**config.mk**
```make
export PLATFORM = sky130hd
export DESIGN_NAME = rx_sym_sched
export DESIGN_NICKNAME = d
export VERILOG_FILES = /design/src/rtl/rx_sym_sched.sv
export SDC_FILE = /design/constraint.sdc
export NUM_CORES = 1
export LEC_CHECK = 0
export CORE_MARGIN = 5
export CORE_UTILIZATION = 30
export DETAILED_ROUTE_END_ITERATION = 12
export PLACE_DENSITY = 0.59
export SLEW_MARGIN = 20
export SYNTH_ARGS = -nofsm -noshare
export SYNTH_HDL_FRONTEND = slang
export SYNTH_SLANG_ARGS = --single-unit
```
**constraint.sdc**
```tcl
create_clock -name clk -period 5.5 [get_ports clk]
set_clock_uncertainty 0.05 [all_clocks]
set_input_delay 0.825 -clock clk [delete_from_list [all_inputs] [get_ports clk]]
set_output_delay 0.825 -clock clk [all_outputs]
set_load 0.1 [all_outputs]
```
**src/rtl/rx_sym_sched.sv**
```systemverilog
// Receive-side OFDM symbol scheduler: times CP skip, FFT SOP and useful window per symbol.
// Optional feature: define RX_SCHED_RESYNC_EN to let a sync pulse restart a running frame.
module rx_sym_sched #(
  parameter int NFFT          = 1024,
  parameter int CP_LEN        = 256,
  parameter int SYM_PER_FRAME = 8,
  parameter int SYNC_OFFSET   = 0,
  localparam int SAMP_W = ((NFFT + CP_LEN) > 1) ? $clog2(NFFT + CP_LEN) : 1,
  localparam int SYM_W  = (SYM_PER_FRAME > 1) ? $clog2(SYM_PER_FRAME) : 1
) (
  input  logic             clk,
  input  logic             rst,
  input  logic             sample_en,
  input  logic             sync_pulse,
  output logic             fft_sop,
  output logic             fft_win,
  output logic [SYM_W-1:0] sym_idx,
  output logic             frame_busy,
  output logic             frame_done,
  output logic             resync
);

  typedef enum logic [1:0] {
    IDLE,
    ALIGN,
    WIN,
    GAP
  } state_e;

  if (SYNC_OFFSET < 0 || SYNC_OFFSET >= NFFT + CP_LEN) begin : g_bad_offset
    $error("rx_sym_sched: SYNC_OFFSET must lie in 0..NFFT+CP_LEN-1");
  end
  if (NFFT < 1 || CP_LEN < 0 || SYM_PER_FRAME < 1) begin : g_bad_geometry
    $error("rx_sym_sched: NFFT and SYM_PER_FRAME must be >= 1, CP_LEN >= 0");
  end

  localparam state_e START_STATE = (SYNC_OFFSET == 0) ? WIN : ALIGN;
  localparam logic   START_SOP   = (SYNC_OFFSET == 0);
  localparam logic   CP_NONE     = (CP_LEN == 0);

  state_e             state_q, state_d;
  logic [SAMP_W-1:0]  samp_q, samp_d;
  logic [SYM_W-1:0]   sym_q, sym_d;
  logic               sop_q, sop_d;
  logic               win_q, win_d;
  logic               busy_q, busy_d;
  logic               done_q, done_d;
  logic               resync_q, resync_d;

  logic accept;
  logic restart;
  logic start;

  assign accept = (state_q == IDLE) && sync_pulse && sample_en;

`ifdef RX_SCHED_RESYNC_EN
  assign restart = (state_q != IDLE) && sync_pulse && sample_en;
`else
  assign restart = 1'b0;
`endif

  assign start = accept || restart;

  always_ff @(posedge clk) begin
    if (rst) begin
      state_q  <= IDLE;
      samp_q   <= '0;
      sym_q    <= '0;
      sop_q    <= 1'b0;
      win_q    <= 1'b0;
      busy_q   <= 1'b0;
      done_q   <= 1'b0;
      resync_q <= 1'b0;
    end else begin
      state_q  <= state_d;
      samp_q   <= samp_d;
      sym_q    <= sym_d;
      sop_q    <= sop_d;
      win_q    <= win_d;
      busy_q   <= busy_d;
      done_q   <= done_d;
      resync_q <= resync_d;
    end
  end

  // Everything advances on qualified samples only; a start (sync) overrides the running count.
  always_comb begin
    state_d  = state_q;
    samp_d   = samp_q;
    sym_d    = sym_q;
    sop_d    = sop_q;
    done_d   = 1'b0;
    resync_d = 1'b0;
    if (start) begin
      state_d  = START_STATE;
      samp_d   = '0;
      sym_d    = '0;
      sop_d    = START_SOP;
      resync_d = restart;
    end else if (sample_en) begin
      unique case (state_q)
        IDLE: begin
          state_d = IDLE;
        end
        ALIGN: begin
          if (samp_q == SAMP_W'(SYNC_OFFSET - 1)) begin
            state_d = WIN;
            samp_d  = '0;
            sop_d   = 1'b1;
          end else begin
            samp_d = samp_q + SAMP_W'(1);
          end
        end
        WIN: begin
          sop_d = 1'b0;
          if (samp_q == SAMP_W'(NFFT - 1)) begin
            samp_d = '0;
            if (sym_q == SYM_W'(SYM_PER_FRAME - 1)) begin
              state_d = IDLE;
              done_d  = 1'b1;
            end else if (CP_NONE) begin
              state_d = WIN;
              sym_d   = sym_q + SYM_W'(1);
              sop_d   = 1'b1;
            end else begin
              state_d = GAP;
            end
          end else begin
            samp_d = samp_q + SAMP_W'(1);
          end
        end
        GAP: begin
          if (samp_q == SAMP_W'(CP_LEN - 1)) begin
            state_d = WIN;
            samp_d  = '0;
            sym_d   = sym_q + SYM_W'(1);
            sop_d   = 1'b1;
          end else begin
            samp_d = samp_q + SAMP_W'(1);
          end
        end
        default: begin
          state_d = IDLE;
        end
      endcase
    end
  end

  // Level outputs are registered from the next state so they line up with it.
  always_comb begin
    win_d  = (state_d == WIN);
    busy_d = (state_d != IDLE);
  end

  assign fft_sop    = sop_q;
  assign fft_win    = win_q;
  assign sym_idx    = sym_q;
  assign frame_busy = busy_q;
  assign frame_done = done_q;
  assign resync     = resync_q;

endmodule

```
Word level (Yosys, flattened, before mapping). Cells that the tools add are included.

Flip-flop bits (word level): 20. Input port bits: 4. Output and inout port bits: 8. Logic and storage cells: 51.

$add $sub $neg: 2. Equal/unequal tests: 10. Muxes and demuxes: 17. Bitwise operators: 3. Reductions and logical operators: 12.

Operators by type and width (count): 11-bit 2-to-1 mux (3); 11-bit case mux with 3 select lines (1); 2-bit 2-to-1 mux (6); 11-bit by 1-bit adder with 11-bit output (second input constant) (1); 11-bit by 10-bit equality test with 1-bit output (second input constant) (1); 11-bit equality test (second input constant) (1); 11-bit by 8-bit equality test with 1-bit output (second input constant) (1); 2-bit case mux with 4 select lines (1); 2-bit equality test (second input constant) (3); 3-bit inequality test (second input constant) (2); 1-bit 2-to-1 mux (5); 5-bit OR reduction (1); 4-bit AND reduction (1); 2-bit nonzero test (2); 4-bit nonzero test (1); 3-bit by 1-bit adder with 3-bit output (second input constant) (1); 3-bit equality test (second input constant) (1); 1-bit inverter (3); 1-bit case mux with 3 select lines (1); 3-bit AND reduction (1); 3-bit nonzero test (1); 2-bit by 1-bit equality test with 1-bit output (second input constant) (1); 1-bit logical AND (2); 2-bit zero test (1); 2 further kinds (2).

Longest topological paths before layout. Gate-level depths: netlist of run 1.

Depth after elaboration: 7. Mapped depth: 6. Depth with buffers taken out: 6.

Worst setup path after synthesis of run 1. No wires, ideal clock.

Kind: register to register. Start: reg sym_q[0] (netlist: sym_idx[0]). End: reg busy_q (netlist: frame_busy). Setup time: 0.138 ns. Arrival: 2.355 ns. Required time: 5.312 ns. Setup slack: 2.956 ns. Cell stages (with the launch flop): 7. Path buffers: 0. Clock period less this slack: 2.544 ns. Cells stage by stage: dfxtp_1 > ha_1 > ha_1 > inv_1 > or4b_1 > o221ai_1 > o311ai_1.

Word-level cells in the longest chain between the ends: 7.

Ends and longest elaborated chain: start, declared (RTL line 43) `logic [SYM_W-1:0] sym_q, sym_d;`; start signal, assigned (RTL line 77) `sym_q <= sym_d;`; 3-bit equality test (RTL line 118) `if (sym_q == SYM_W'(SYM_PER_FRAME - 1)) begin`; 2-bit 2-to-1 mux (RTL line 118); 2-bit 2-to-1 mux (RTL line 116) `if (samp_q == SAMP_W'(NFFT - 1)) begin`; 2-bit case mux with 4 select lines (RTL line 101) `unique case (state_q)`; 2-bit 2-to-1 mux (RTL line 100) `end else if (sample_en) begin`; 2-bit 2-to-1 mux (RTL line 94) `if (start) begin`; 2-bit nonzero test (RTL line 152) `busy_d = (state_d != IDLE);`; end signal, assigned (RTL line 80) `busy_q <= busy_d;`; end, declared (RTL line 46) `logic busy_q, busy_d;`.

Every way passes these cells. A chain may end at the register's enable or synchronous reset.

Worst setup path in the final report of run 1.
Start: reg sym_q[0] (netlist: sym_idx[0]). End: out sym_idx[0].

RTL lines: end, declared (RTL line 17) `output logic [SYM_W-1:0] sym_idx,`.

No word-level cell between the ends.

==> results.cfg, run 1 <==
[cts]
htree_levels = 1
cts_resized = 0
root_buffer = clkbuf_4
cts_hold_buffers = 0
ctsLongestPathBuffers = 2
cts_inserted_buffers = 3
cts_setup_buffers = 0
clk_latency_ps = 310
cts_tree = yes
cts_sinks = 20
cts.clk_slew.worst_paths_ps = 120

[setup_path]
r2r_setup_slack_ps = 3540
crit_chain = clkdlybuf4s50_1
cp_num_buf_inv = 1
reg2reg_depth = 6
start_kind = register
critPathMaxStageDelay_ps = 1160
slowest_stage = clkdlybuf4s50_1
cpLargestDelayFamily = buffers and inverters
r2r_end = frame_busy
required_ps = 4620
reg2reg_from = sym_idx[0]
worst-setup-path-type = reg -> out
critPathArrivalTime_ps = 1850
path_max_fanout = 3
cp-end-kind = primary output

[synthesis]
syn_nets = 116
yosysWarnings = 0
synth_edf_count = 0
synth.avg_cell_area_sq_um = 9.034
synth.yosys.seq_area_share = 0.4066
synth_area_sq_um = 984.7
synth_ff_type = dfxtp_1
syn_inst = 109
synth_cell_types = 40
synthArstFlopShare = 0
ys_seq_elements = 20

[hold_path]
hold_path_depth = 2
worstHoldStart = samp_q[1]
min_to = samp_q[1]
min_path_type = reg -> reg

[timing]
finalCriticalPeriod_ps = 2730
setup_tns_ps = 0
slew_headroom = 0.3499
setup_viol = 0
fmax_ghz = 0.3664
drv_slew = 0
finalHoldViolations = 0
worst_slew_pin_slew_ps = 972.0
grt_setup_unrepaired = false
fin_crit_sh = 0.4963

[detailed_routing]
drt_iter0_markers = 73
drc = 0
dr_total_vias = 805
vias_per_cell = 4.939
firstDrtPassIters = 4
drt_wl_total_um = 1940
wire_per_inst_um = 11.90
ant_nets = 0

[job]
cap_viol_max_count = 0

[power_and_ir_drop]
p_switching_mw = 0.07127
seqPwrFrac = 0.496
power_density_nw_per_um2 = 259.3
ir_worst_vdd_uv = 112.9
combPwrFrac = 0.101
p_int_mw = 0.2294
p_clk_frac = 0.403
switching_share = 0.2370
leakage_nw = 0.4159

[placement]
place_hpwl_um = 1438
dp_cells = 159
io_buffers = 10
globalplace.congestion = 0.8250

[layout]
syn_to_final_growth_pct = 17.79
layoutNonFillerInstCount = 163
num_antenna_cells = 0
nets = 127
drive_above_1_share = 0.05882

[grt]
grt_overflow = 0
grt_max_degree = 13
antenna_found_initial = 0
track_usage = 0.1003
grt_pass1_vias = 778
grt_pass1_wl_um = 3381

[floorplan]
num_io_pins = 12
initial_core_util = 0.3173
die_area_sq_um = 4528
core_sq_um = 3103
die_w_um = 67.29
die_y_um = 67.29
placementRows = 20

[outcome]
status = complete, no violations
sequential cells by signal, summed over array words and instances (netlist names):
name / cells
samp_q: 11
sym_idx: 3
frame_done: 1
frame_busy: 1
state_q: 2
fft_win: 1
fft_sop: 1
worst max-delay path by stage:
stage | start | cells after the start | end
after detailed placement | sample_en | 5 | samp_q[3]
after global placement | sync_pulse | 5 | frame_busy
final | sym_idx[0] | 1 | sym_idx[0]
after global routing | sym_idx[0] | 1 | sym_idx[0]
after floorplan | sym_idx[0] | 6 | frame_busy
after CTS | sym_idx[0] | 1 | sym_idx[0]
cells in the mapped netlist, drive strengths merged (2+ instances only):
master	number	area, sq um
dfxtp	20	400.4
nor2	16	60.06
nand2	8	30.03
xnor2	6	52.55
a21oi	4	20.02
nand4	4	25.02
nor3	4	20.02
xor2	4	35.03
ha	3	37.54
inv	3	11.26
a21o	2	15.01
and4	2	18.77
buf	2	15.01
clkbuf	2	17.51
mux2i	2	20.02
nand3	2	10.01
nand3b	2	15.01
nor2b	2	12.51
nor4	2	12.51
o21ai	2	10.00
power by group through the flow:
stage / logic (mW) / clock network (mW) / registers (mW)
global placement: 0.0302 / 0 / 0.152
floorplan: 0.0143 / 0 / 0.162
finish: 0.0303 / 0.121 / 0.149
CTS: 0.0305 / 0.123 / 0.149
global route: 0.0323 / 0.131 / 0.150
detailed placement: 0.0303 / 0 / 0.153
final cells by class:
type,instances,area [sq um]
well taps,44,55.05
flip-flops and latches,20,400.4
inverters,3,11.26
clock buffers,3,22.52
fillers,329,1943
repair buffers,10,100.1
clock inverters,1,30.03
multi-input cells,82,540.5
layer usage:
layer	track usage	vias up	wire length, um
met3	0.02329	6	87
met4	0.07595	0	58
met5	0	-	0
met1	0.1150	374	891
li1	-	410	-
met2	0.1607	15	903
cell usage in the layout, fill, tap and decap left out, types with 2 or more instances in the layout:
| master | instances |
|---|---|
| inv_1 | 3 |
| nor4_1 | 2 |
| nand2_1 | 8 |
| xnor2_1 | 6 |
| dfxtp_1 | 20 |
| clkbuf_4 | 3 |
| nand3_1 | 2 |
| nor2_1 | 16 |
| nor3_1 | 4 |
| ha_1 | 3 |
| clkdlybuf4s50_1 | 10 |
| nand4_1 | 4 |
| mux2i_1 | 2 |
| nand3b_1 | 2 |
| xor2_1 | 4 |
| a21o_1 | 2 |
| a21oi_1 | 4 |
| nor2b_1 | 2 |
metrics by stage:
step / util / area, sq um / hold slack (ps) / setup WS [ps] / power, mW
2_1_floorplan: - / 984.7 / 416.6 / 2957 / 0.1760
3_3_place_gp: 0.3569 / 1107 / 436.3 / 2903 / 0.1827
3_5_place_dp: 0.3569 / 1107 / 441.2 / 2913 / 0.1829
4_1_cts: 0.3738 / 1160 / 458.8 / 2746 / 0.3033
5_1_grt: 0.3738 / 1160 / 496.3 / 2704 / 0.3134
6_report: 0.3738 / 1160 / 455.4 / 2770 / 0.3007
cell families (layout without fill, tap and decap cells):
kind of cell    count (synthesis)  count (layout)  share of synthesized area
compound gates                 17              17                     0.1309
xor+xnor                       10              10                    0.08894
fa+ha+maj                       3               3                    0.03812
buf+inv                         7              17                    0.04446
flops                          20              20                     0.4066
mux                             2               2                    0.02033
other cells                     1               1                   0.003808
simple gates                   49              49                     0.2668
Power figures use the tool's default switching activity.
==> inputs of run 2 (changes only) <==
- clock period: 5.5 -> 2.6 ns (I/O delays scaled with it)
==> results.cfg, run 2 (synthesized netlist as in run 1, its figures left out) <==
[setup_path]
startpoint = sym_idx[0]
path_max_fanout = 4
cp-end-kind = register
worst-setup-path-type = reg -> reg
r2r_setup_slack_ps = 630
cpLargestDelayFamily = simple AND/OR/NAND/NOR gates
critPathMaxStageDelay_ps = 510
r2r_end = frame_busy
critPathArrivalTime_ps = 2100
cp_common_cell = ha_1
slowest_stage = or4b_1
crit_chain = ha_1 -> ha_1 -> inv_1 -> or4b_1 -> o221ai_1 -> o311ai_1
crit_path_end = frame_busy
reg2reg_depth = 6
cp_num_buf_inv = 1
reg2reg_from = sym_idx[0]
required_ps = 2730
crit_cells = 6
start_kind = register

[detailed_routing]
drt_wl_total_um = 1950
drc = 0
drt_iter0_markers = 53
firstDrtPassIters = 4
vias_per_cell = 4.848
ant_nets = 0
dr_total_vias = 795
wire_per_inst_um = 11.89

[timing]
drv_slew = 0
fmax_ghz = 0.5078
fin_crit_sh = 0.7574
finalHoldViolations = 0
setup_tns_ps = 0
finalCriticalPeriod_ps = 1969
slew_headroom = 0.6451
worst_slew_pin_slew_ps = 528.8
grt_setup_unrepaired = false
setup_viol = 0

[cts]
ctsLongestPathBuffers = 2
htree_levels = 1
cts.clk_slew.worst_paths_ps = 120
cts_resized = 0
cts_hold_buffers = 0
cts_sinks = 20
cts_inserted_buffers = 3
root_buffer = clkbuf_4
clk_latency_ps = 300
cts_tree = yes
cts_setup_buffers = 0

[layout]
num_antenna_cells = 0
syn_to_final_growth_pct = 16.77
nets = 128
largest_reg_flops = 11
drive_above_1_share = 0.1250
final_common_cell = dfxtp_1
design_area_sq_um = 1150
mostFrequentLayoutCells = dfxtp_1 (20), nor2_1 (16), nand2_1 (8), buf_4 (8), xnor2_1 (6)
layoutNonFillerInstCount = 164
largest-register = samp_q

[grt]
grt_overflow = 0
grt_pass1_wl_um = 3381
grt_pass1_vias = 738
track_usage = 0.09768
antenna_found_initial = 0
grt_max_degree = 13

[floorplan]
initial_core_util = 0.3173
die_w_um = 67.29
num_io_pins = 12
placementRows = 20
die_area_sq_um = 4528
die_y_um = 67.29
core_sq_um = 3103

[placement]
io_buffers = 10
globalplace.congestion = 0.8310
place_hpwl_um = 1469
dp_cells = 160
dpl_cell_area_sq_um = 1097

[job]
cap_viol_max_count = 0

[power_and_ir_drop]
power_density_nw_per_um2 = 549.5
ir_worst_vdd_uv = 195.2
leakage_nw = 0.4338

[hold_path]
min_path_type = reg -> reg

[outcome]
status = complete, no violations
[run 2: cell count changes in the layout (fill, tap and decap cells not counted)]
cell / previous run / this run
buf_4: 0 / 8
clkdlybuf4s50_1: 10 / 3
[run 2: how the worst min path moves through the flow]
stage	start	to	slack, ps	depth (start not counted)
after floorplan	rst	fft_sop	410	1
after global placement	samp_q[1]	samp_q[1]	440	2
after detailed placement	samp_q[1]	samp_q[1]	440	2
after CTS	samp_q[1]	samp_q[1]	450	2
after global routing	samp_q[1]	samp_q[1]	480	2
final	samp_q[1]	samp_q[1]	450	2
[run 2: report_power, final]
group	leakage [nW]	switching, mW	internal [mW]
clock	0.0279	0.0953	0.156
combinational	0.244	0.0464	0.0188
sequential	0.162	0.00448	0.311
[run 2: stage by stage]
step | power (mW) | hold slack, ps | setup slack [ps] | utilization
detailed placement | 0.3879 | 438.1 | 463.4 | 0.3536
global placement | 0.3880 | 435.3 | 478.2 | 0.3536
global route | 0.6635 | 480.4 | 467.7 | 0.3706
CTS | 0.6415 | 454.8 | 621.2 | 0.3706
finish | 0.6318 | 450.3 | 630.8 | 0.3706
floorplan | 0.3722 | 409.1 | 56.50 | -
[run 2: area by class of cell]
cell class	count	area, sq um
Fill cell	334	1953
Multi-Input combinational cell	82	540.5
Sequential cell	20	400.4
Timing Repair Buffer	11	90.09
Tap cell	44	55.05
Clock inverter	1	30.03
Clock buffer	3	22.52
Inverter	3	11.26
[run 2: layer usage]
| metal | up-vias | share of wire | track usage |
|---|---|---|---|
| met5 | - | 0 | 0 |
| met2 | 8 | 0.48 | 0.1632 |
| met3 | 2 | 0.032 | 0.01997 |
| met1 | 372 | 0.47 | 0.1175 |
| met4 | 0 | 0.015 | 0.05063 |
| li1 | 413 | - | - |
[run 2: tightest hold or removal path, delay by kind of cell (launching register included)]
kind             cells  cell delay [ps]
AO/OA/AOI/OAI        1               50
AND/OR/NAND/NOR      1               60
flip-flops           1              350
